===== src/rtl/id_exe_hazard_stage.sv =====
// ID->EXE pipeline register with load-use bubble insertion, branch flush and memory-busy freeze.
// Also drives the fetch-stage hold/flush controls and counts inserted load-use bubbles.
module id_exe_hazard_stage #(
   parameter int unsigned DATA_W = 32,
   parameter int unsigned CNT_W  = 16
) (
   input  logic              clock,
   input  logic              reset,
   input  logic [4:0]        ID_rs,
   input  logic [4:0]        ID_rt,
   input  logic              ID_uses_rt,
   input  logic [4:0]        ID_num_write,
   input  logic              ID_reg_write,
   input  logic              ID_mem_read,
   input  logic              ID_mem_write,
   input  logic              ID_mem_to_reg,
   input  logic [3:0]        ID_alu_op,
   input  logic              ID_alu_src,
   input  logic [DATA_W-1:0] ID_read_data1,
   input  logic [DATA_W-1:0] ID_read_data2,
   input  logic [DATA_W-1:0] ID_imm,
   input  logic [DATA_W-1:0] ID_pc_plus4,
   input  logic              branch_taken,
   input  logic              mem_busy,
   output logic [4:0]        EXE_rs,
   output logic [4:0]        EXE_rt,
   output logic [4:0]        EXE_num_write,
   output logic              EXE_reg_write,
   output logic              EXE_mem_read,
   output logic              EXE_mem_write,
   output logic              EXE_mem_to_reg,
   output logic              EXE_alu_src,
   output logic [3:0]        EXE_alu_op,
   output logic [DATA_W-1:0] EXE_read_data1,
   output logic [DATA_W-1:0] EXE_read_data2,
   output logic [DATA_W-1:0] EXE_imm,
   output logic [DATA_W-1:0] EXE_pc_plus4,
   output logic              pc_write,
   output logic              IF_ID_write,
   output logic              IF_ID_flush,
   output logic [CNT_W-1:0]  stall_count
);

   logic [4:0]        r_rs;
   logic [4:0]        r_rt;
   logic [4:0]        r_num_write;
   logic              r_reg_write;
   logic              r_mem_read;
   logic              r_mem_write;
   logic              r_mem_to_reg;
   logic              r_alu_src;
   logic [3:0]        r_alu_op;
   logic [DATA_W-1:0] r_read_data1;
   logic [DATA_W-1:0] r_read_data2;
   logic [DATA_W-1:0] r_imm;
   logic [DATA_W-1:0] r_pc_plus4;
   logic [CNT_W-1:0]  r_stall_count;

   logic w_load_use;
   logic w_bubble;
   logic w_count_stall;
   logic w_cnt_full;

   // A destination of $0 is never a real producer, so it cannot cause a stall.
   always_comb begin
      w_load_use = r_mem_read && (r_num_write != 5'd0) &&
                   ((r_num_write == ID_rs) || (ID_uses_rt && (r_num_write == ID_rt)));
   end

   // Taken branch overrides load-use: the dependent instruction is flushed anyway.
   always_comb begin
      w_bubble      = branch_taken || w_load_use;
      w_cnt_full    = (r_stall_count == {CNT_W{1'b1}});
      w_count_stall = !branch_taken && w_load_use && !w_cnt_full;
   end

   always_comb begin
      pc_write    = 1'b1;
      IF_ID_write = 1'b1;
      IF_ID_flush = 1'b0;
      if (reset) begin
         pc_write    = 1'b1;
         IF_ID_write = 1'b1;
         IF_ID_flush = 1'b0;
      end else if (mem_busy) begin
         pc_write    = 1'b0;
         IF_ID_write = 1'b0;
         IF_ID_flush = 1'b0;
      end else if (branch_taken) begin
         IF_ID_flush = 1'b1;
      end else if (w_load_use) begin
         pc_write    = 1'b0;
         IF_ID_write = 1'b0;
      end
   end

   always_ff @(posedge clock) begin
      if (reset) begin
         r_rs          <= '0;
         r_rt          <= '0;
         r_num_write   <= '0;
         r_reg_write   <= 1'b0;
         r_mem_read    <= 1'b0;
         r_mem_write   <= 1'b0;
         r_mem_to_reg  <= 1'b0;
         r_alu_src     <= 1'b0;
         r_alu_op      <= '0;
         r_read_data1  <= '0;
         r_read_data2  <= '0;
         r_imm         <= '0;
         r_pc_plus4    <= '0;
         r_stall_count <= '0;
      end else if (!mem_busy) begin
         r_rs         <= w_bubble ? 5'd0 : ID_rs;
         r_rt         <= w_bubble ? 5'd0 : ID_rt;
         r_num_write  <= w_bubble ? 5'd0 : ID_num_write;
         r_reg_write  <= w_bubble ? 1'b0 : ID_reg_write;
         r_mem_read   <= w_bubble ? 1'b0 : ID_mem_read;
         r_mem_write  <= w_bubble ? 1'b0 : ID_mem_write;
         r_mem_to_reg <= w_bubble ? 1'b0 : ID_mem_to_reg;
         r_alu_src    <= w_bubble ? 1'b0 : ID_alu_src;
         r_alu_op     <= w_bubble ? 4'd0 : ID_alu_op;
         r_read_data1 <= w_bubble ? '0 : ID_read_data1;
         r_read_data2 <= w_bubble ? '0 : ID_read_data2;
         r_imm        <= w_bubble ? '0 : ID_imm;
         r_pc_plus4   <= w_bubble ? '0 : ID_pc_plus4;
         if (w_count_stall) begin
            r_stall_count <= r_stall_count + CNT_W'(1);
         end
      end
   end

   always_comb begin
      EXE_rs         = r_rs;
      EXE_rt         = r_rt;
      EXE_num_write  = r_num_write;
      EXE_reg_write  = r_reg_write;
      EXE_mem_read   = r_mem_read;
      EXE_mem_write  = r_mem_write;
      EXE_mem_to_reg = r_mem_to_reg;
      EXE_alu_src    = r_alu_src;
      EXE_alu_op     = r_alu_op;
      EXE_read_data1 = r_read_data1;
      EXE_read_data2 = r_read_data2;
      EXE_imm        = r_imm;
      EXE_pc_plus4   = r_pc_plus4;
      stall_count    = r_stall_count;
   end

endmodule


===== config.mk =====
export PLATFORM = sky130hd
export DESIGN_NAME = id_exe_hazard_stage
export DESIGN_NICKNAME = d
export VERILOG_FILES = /design/src/rtl/id_exe_hazard_stage.sv
export SDC_FILE = /design/constraint.sdc
export NUM_CORES = 1
export LEC_CHECK = 0
export ABC_AREA = 1
export CAP_MARGIN = 40
export CORE_MARGIN = 8
export CORE_UTILIZATION = 40
export CTS_CLUSTER_SIZE = 8
export DETAILED_ROUTE_END_ITERATION = 6
export PLACE_DENSITY_LB_ADDON = 0.15
export SKIP_CTS_REPAIR_TIMING = 1
export SLEW_MARGIN = 20
export SYNTH_ARGS = -nofsm -noshare
export SYNTH_HDL_FRONTEND = slang
export SYNTH_SLANG_ARGS = --single-unit

===== constraint.sdc =====
create_clock -name clock -period 1.6 [get_ports clock]
set_input_delay 0.16 -clock clock [delete_from_list [all_inputs] [get_ports clock]]
set_output_delay 0.16 -clock clock [all_outputs]
set_load 0.02 [all_outputs]

# == After elaboration in Yosys (flattened, before gate mapping) ==
# Cells that the tools add are included.
# word_totals
reg_bits,168
input_bits,157
out_inout_bits,171
word_cells,50
# op_classes
add_sub_neg,1
n_eq_ne,3
n_mux,20
bitwise,1
reduce_logical,11
# ops
cell,n
$mux 32,4
$add 16x1->16 const B,1
$eq 16x16->1 const B,1
$mux 5,3
$mux 1,12
$eq 5x5->1,2
$logic_and 1x1->1,5
$reduce_bool 5->1,1
$mux 4,1
$logic_not 1->1,2
$logic_or 1x1->1,2
$reduce_and 2->1,1
$not 1->1,1

# == Longest topological paths before layout ==
# Gate-level depths: netlist of the first run.
# depth
word_depth,8
depth_mapped,12
depth_no_buf,11

# == Least setup slack after synthesis of the first run ==
# Ideal clock, no wire load.
# synth_path
path_type,reg-to-reg
start,"reg r_stall_count[0], in the netlist stall_count[0]"
end,"reg r_stall_count[12], in the netlist stall_count[12]"
setup_ns,0.113
arrival_ns,1.558
required_time_ns,1.487
path_slack_ns,-0.072
path_stages_with_launch,10
n_path_buf,1
period_less_slack_ns,1.672
path_cell_list,dfxtp_1 ha_1 nand3_1 nor3_1 nand3b_1 nand4_1 buf_2 nor2_1 nor2_1 nor2_1
# synth_via
elab_chain_cells,4
word_cells_on_any_way,5
cone_classes,add/sub (1); eq/ne (1); reduce/logical (3)
# synth_lines
item,line,source
"start, declared",57,logic [CNT_W-1:0] r_stall_count;
"start signal, assigned",128,r_stall_count <= r_stall_count + CNT_W'(1);
branches (longest 4 deep; another with $add 16x1->16),n/a,
# Parallel ways; which one is timed is not known.
# A chain may end at the register's enable or synchronous reset.

# == Worst setup path after layout of the first run ==
# layout_path
start,"reg r_num_write[2], in the netlist EXE_num_write[2]"
end,out IF_ID_write
# layout_via
elab_chain_cells,8
word_cells_on_any_way,11
cone_classes,eq/ne (2); mux (4); reduce/logical (5)
# layout_lines
item,line,source
"start, declared",46,logic [4:0] r_num_write;
"start signal, assigned",116,r_num_write <= w_bubble ? 5'd0 : ID_num_write;
$eq 5x5->1,67,((r_num_write == ID_rs) || (ID_uses_rt && (r_num_write == ID_rt)));
$logic_and 1x1->1,67,
$logic_or 1x1->1,67,
$logic_and 1x1->1 *,66,w_load_use = r_mem_read && (r_num_write != 5'd0) &&
$mux 1 *,91,end else if (w_load_use) begin
$mux 1 *,89,end else if (branch_taken) begin
$mux 1 *,85,end else if (mem_busy) begin
$mux 1 *,81,if (reset) begin
"end, declared",39,"output logic IF_ID_write,"
# Mark *: on every way between the ends. The rest lies on a longest branch, timed or not.

==> results of run 1 <==
[through the flow]
| step | instances | instance area [um2] | power, mW | setup slack (ns) |
|---|---|---|---|---|
| final | 1441 | 11300 | 10.1 | -0.168 |
| after CTS | 1432 | 11000 | 10.2 | -0.685 |
| after global routing | 1440 | 11300 | 10.5 | -0.271 |
| after global placement | 1399 | 10400 | 6.01 | -0.492 |
| after floorplan | 873 | 6580 | 5.12 | 0.0347 |
| after detailed placement | 1400 | 10400 | 6.02 | -0.504 |
[layer usage]
layer  global-route usage  wire [um]  share of wire  vias to the layer above
met5                    0          0              0                        -
met4               0.0909        605          0.024                        0
li1                     -          -              -                     3574
met1                0.250       9750           0.39                     3296
met3               0.0918       2260          0.090                       38
met2                0.393      12600           0.50                      236
[cells by family (layout without fill, tap and decap cells)]
| logic type | count (synthesis) | in the layout | synth area share |
|---|---|---|---|
| fa+ha+maj | 1 | 1 | 0.00190 |
| simple gates | 438 | 438 | 0.284 |
| other cells | 0 | 2 | 0 |
| xor+xnor | 11 | 11 | 0.0147 |
| buf+inv | 93 | 439 | 0.0605 |
| flops | 168 | 168 | 0.512 |
| compound gates | 162 | 162 | 0.128 |
[path summary, 6_finish.rpt]
check                           cells after the start                 end  slack [ns]
worst min register to register                      2   EXE_read_data1[5]        0.46
worst max register to register                     12           EXE_rt[0]       -0.15
worst min-delay path                                4  EXE_read_data2[12]        0.27
worst max-delay path                               10         IF_ID_write       -0.17
[cell usage in the layout, fill, tap and decap left out, drive strengths merged]
cell           Yosys  routed
o21bai             7       7
nand2            220     220
xor2               7       7
xnor2              4       4
nor2              49      49
buf               24      60
ha                 1       1
diode              0       2
inv               21      28
bufinv             0       2
nor3               5       5
clkinvlp           0       1
dfxtp            168     168
a21oi            154     154
o21ai              1       1
clkinv             1       5
nand4              3       3
nand3b             1       1
dlymetal6s2s       0       9
nand3            160     160
clkdlybuf4s50      0     314
clkbuf            47      19
dlygate4sd3        0       1
[layout make-up]
cell class | count | area [um2] | share of cell area
antenna | 2 | 5.00 | 0.000441
clock buffer | 18 | 429 | 0.0378
clock inverter | 14 | 163 | 0.0143
inverter | 22 | 95.1 | 0.00838
multi-input combinational | 612 | 3050 | 0.269
sequential | 168 | 3380 | 0.298
tap | 220 | 275 | 0.0243
timing repair buffer | 385 | 3950 | 0.348
[synthesized netlist by cell type]
| cell | instances | share of area |
|---|---|---|
| nand2_1 | 220 | 0.13 |
| dfxtp_1 | 168 | 0.51 |
| nand3_1 | 160 | 0.12 |
| a21oi_1 | 153 | 0.12 |
| nor2_1 | 48 | 0.027 |
| clkbuf_1 | 47 | 0.027 |
| inv_1 | 17 | 0.0097 |
| buf_4 | 10 | 0.011 |
| buf_2 | 9 | 0.0069 |
| o21bai_1 | 7 | 0.0080 |
| xor2_1 | 7 | 0.0093 |
| buf_1 | 5 | 0.0029 |
| nor3_1 | 5 | 0.0038 |
| inv_2 | 4 | 0.0023 |
| xnor2_1 | 4 | 0.0053 |
| nand4_1 | 3 | 0.0029 |
| a21oi_4 | 1 | 0.0025 |
| clkinv_1 | 1 | 0.00057 |
| ha_1 | 1 | 0.0019 |
| nand3b_1 | 1 | 0.0011 |
| nor2_2 | 1 | 0.00095 |
| o21ai_1 | 1 | 0.00076 |
[power by group]
| part | leakage [nW] | internal (mW) | switching, mW |
|---|---|---|---|
| combinational | 2.63 | 0.817 | 0.760 |
| sequential | 1.37 | 4.32 | 0.0779 |
| clock | 0.289 | 2.35 | 1.81 |
| total | 4.29 | 7.49 | 2.64 |
[critical path, stage by stage, from the launching register on]
cell and delay, ns:
dfxtp_4 0.38, inv_4 0.04, nand2_2 0.04, nand2_1 0.04, nor2_1 0.10, nand3_1 0.10, nand2_2 0.11, nand3_2 0.07
nand2_2 0.09, nand2_4 0.07, buf_6 0.13
==> qor.txt, run 1 <==
H-tree depth = 4
fmax = 566 MHz
die area = 0.0208 mm2
clk slew on worst S/H paths = 0.07 ns
Mean Syn Cell Area = 7.53 um2
Detailed Routing Iterations Pass 1 = 4
crit path capture type = primary output
Mapped Nets = 1,031
Pleak = 4.29 nW
Clk Latency, worst-skew pair = 0.42 ns
total CTS buffers = 17
Final setup violation count = 177
Hold Fails Final Rpt = 0
Initial Util = 0.402
Routed Wire Length = 25,200 um
setup_tns = -15.43 ns
CTS max path bufs = 2
synthesis-stage register bit count = 168
GRT overflow = 0
FP Rows = 47
status = finished, violations left
RSZ-0062 raised after global routing = yes
DR WL/cell = 17.5 um
share of cells above drive strength 1 = 0.131
TritonCTS clock tree = built
failing checks = setup timing
Min Hold Slack = 0.269 ns
Worst setup SP type = register
clock skew after layout = 0.00900 ns
port bufs = 327
Slew headroom = 0.409
Slew @ Worst Pin = 0.887 ns
clock sink count = 168
cell area after synthesis = 0.00657 mm2
Core Region = 0.0163 mm2
Max-Cap Viols = 0
Required @ worst endpoint = 1.44 ns
critical path type = register to primary output
worst path arrival time = 1.61 ns
Max VDD drop = 0.701 mV
DRC violations left = 0
first-pass GRT wire length = 37,000 um
r2r startpoint = EXE_num_write[0]
# nets final = 1,364
post-layout util = 0.694
Mapped Cells = 873
CP max FO = 4
Synth Warn # = 0
clock root buffer = clkbuf_16
vias in the first global route = 6,895
largest net degree at the start of global routing = 152
synth unique cells = 22
Power Density = 893 mW/mm2
Die H = 144 um
total I/O pin count = 328
Fillers = 1,365
via density per instance = 4.96
hold path start = mem_busy
fin crit period = 1.77 ns
HPWL after detailed placement = 17,600 um
antenna violations before repair = 1
Total Routing Usage GR = 0.230
via count = 7,144
GPL Wtd Cong = 0.857
Initial DRC Count = 335
Hold Path Class = input port to register
final setup margin = -0.168 ns
Layout area overhead = 72.5%
Die W = 144 um
crit path launch = EXE_num_write[2]
ANT nets after route = 0
Final Cycle Share = 1.11
Seq/Total Area, Yosys = 0.512
max-slew violation count = 0
Power figures use the tool's default switching activity.
==> run 2: changes to the inputs <==
- MAX_ROUTING_LAYER: not set -> met4
==> run 2 against run 1 <==
Effect of this change:
- the flow still finishes with violations (setup timing)
- clock power grew 5%
- global-route usage is 0.62 points higher
- sequential power hardly changed
- via count increased by 0.70%
- combinational power is essentially flat
- die area did not move
- first-iteration DRC count up 16%
- worst setup slack barely moved
- non-clock buffer count increased by 3
- sequential share of layout area decreased by 0.37 points
- critical path type unchanged
- critical endpoint unchanged
- largest cell class unchanged
==> qor.txt, run 2 (synthesis gave the netlist of run 1 again) <==
Hold Fails Final Rpt = 0
via count = 7,194
Fillers = 1,375
Multi-input gate area = 0.00312 mm2
crit path capture type = primary output
most frequent cells in the layout = clkdlybuf4s50_1, nand2_1, dfxtp_1
total CTS buffers = 17
non-filler instance count after layout = 1,443
fmax = 566 MHz
clk slew on worst S/H paths = 0.06 ns
RSZ-0062 raised after global routing = yes
Clk Latency, worst-skew pair = 0.43 ns
ANT nets after route = 0
port bufs = 327
CTS max path bufs = 2
Die W = 144 um
clock sink count = 168
# nets final = 1,367
crit path cell chain = inv_4 > nand2_1 > nand2_1 > nor2_1 > nand3_1 > nand2_2 > nand3_2 > nand2_2 > nand2_4 > buf_6
status = finished, violations left
Final Cycle Share = 1.11
critical path's largest stage delay = 0.38 ns
Slew @ Worst Pin = 0.801 ns
critical path type = register to primary output
final setup margin = -0.168 ns
Initial DRC Count = 389
clock root buffer = clkbuf_16
fin crit period = 1.77 ns
FP Rows = 47
Worst Path Buf+Inv = 2
CP max FO = 5
GRT overflow = 0
dpl cells = 1,400
max-slew violation count = 0
worst path arrival time = 1.61 ns
Slew headroom = 0.466
Initial Util = 0.402
Hold Path Class = input port to register
Total Routing Usage GR = 0.236
HPWL after detailed placement = 17,500 um
DR WL/cell = 17.7 um
first-pass GRT wire length = 36,800 um
total I/O pin count = 328
failing checks = setup timing
Routed Wire Length = 25,600 um
Seq. cell area = 0.00338 mm2
share of cells above drive strength 1 = 0.149
CP top delay family = simple AND/OR/NAND/NOR gates
Worst setup SP type = register
pre-CTS setup slack = -0.509 ns
Pleak = 4.22 nW
Power Density = 901 mW/mm2
Detailed Routing Iterations Pass 1 = 4
Crit-path slowest cell = dfxtp_4
largest net degree at the start of global routing = 152
TritonCTS clock tree = built
H-tree depth = 4
via density per instance = 4.99
GPL Wtd Cong = 0.887
antenna violations before repair = 1
leading cell type in the layout, fill and taps excluded = clkdlybuf4s50_1
die area = 0.0208 mm2
Layout area overhead = 74.7%
Core Region = 0.0163 mm2
setup_tns = -15.67 ns
vias in the first global route = 6,789
Max VDD drop = 0.776 mV
DRC violations left = 0
clock skew after layout = 0.0125 ns
Max-Cap Viols = 0
Die H = 144 um
Required @ worst endpoint = 1.44 ns
Final setup violation count = 186
run 2: worst paths after layout:
path                     start                 end  slack [ns]  cells after the start
max reg2reg   EXE_num_write[3]  EXE_read_data1[12]       -0.15                     12
max           EXE_num_write[3]         IF_ID_write       -0.17                     10
min reg2reg  EXE_read_data1[5]   EXE_read_data1[5]        0.45                      2
min                   mem_busy    EXE_num_write[3]        0.26                      4
run 2: cell type report:
cell class	instances	area share
timing repair buffer	388	0.347
sequential	168	0.295
multi-input combinational	612	0.272
clock buffer	20	0.0398
tap	220	0.0240
clock inverter	12	0.0144
inverter	22	0.00806
antenna	1	0.000218
run 2: power by group:
part / switching [mW] / internal, mW
Combinational: 0.774 / 0.824
Clock: 1.77 / 2.57
Sequential: 0.0787 / 4.32
run 2: tightest hold or removal path, cell delays in order:
cell	delay, ns
buf_4	0.14
buf_4	0.21
nand2_1	0.08
a21oi_1	0.05
run 2: layer usage:
layer	global-route usage	wire [um]	vias to the layer above
li1	-	-	3566
met1	0.268	10000	3335
met2	0.375	12700	254
met3	0.0868	2130	39
met4	0.0865	709	0
met5	-	0	-
run 2: through the flow:
| stage | hold WS [ns] | utilization | area (um2) | total power [mW] |
|---|---|---|---|---|
| floorplan | 0.313 | - | 6580 | 5.12 |
| global placement | 0.418 | 0.634 | 10400 | 6.01 |
| detailed placement | 0.421 | 0.634 | 10400 | 6.02 |
| CTS | -0.0329 | 0.672 | 11000 | 10.4 |
| global route | 0.272 | 0.702 | 11500 | 10.7 |
| finish | 0.263 | 0.702 | 11500 | 10.3 |
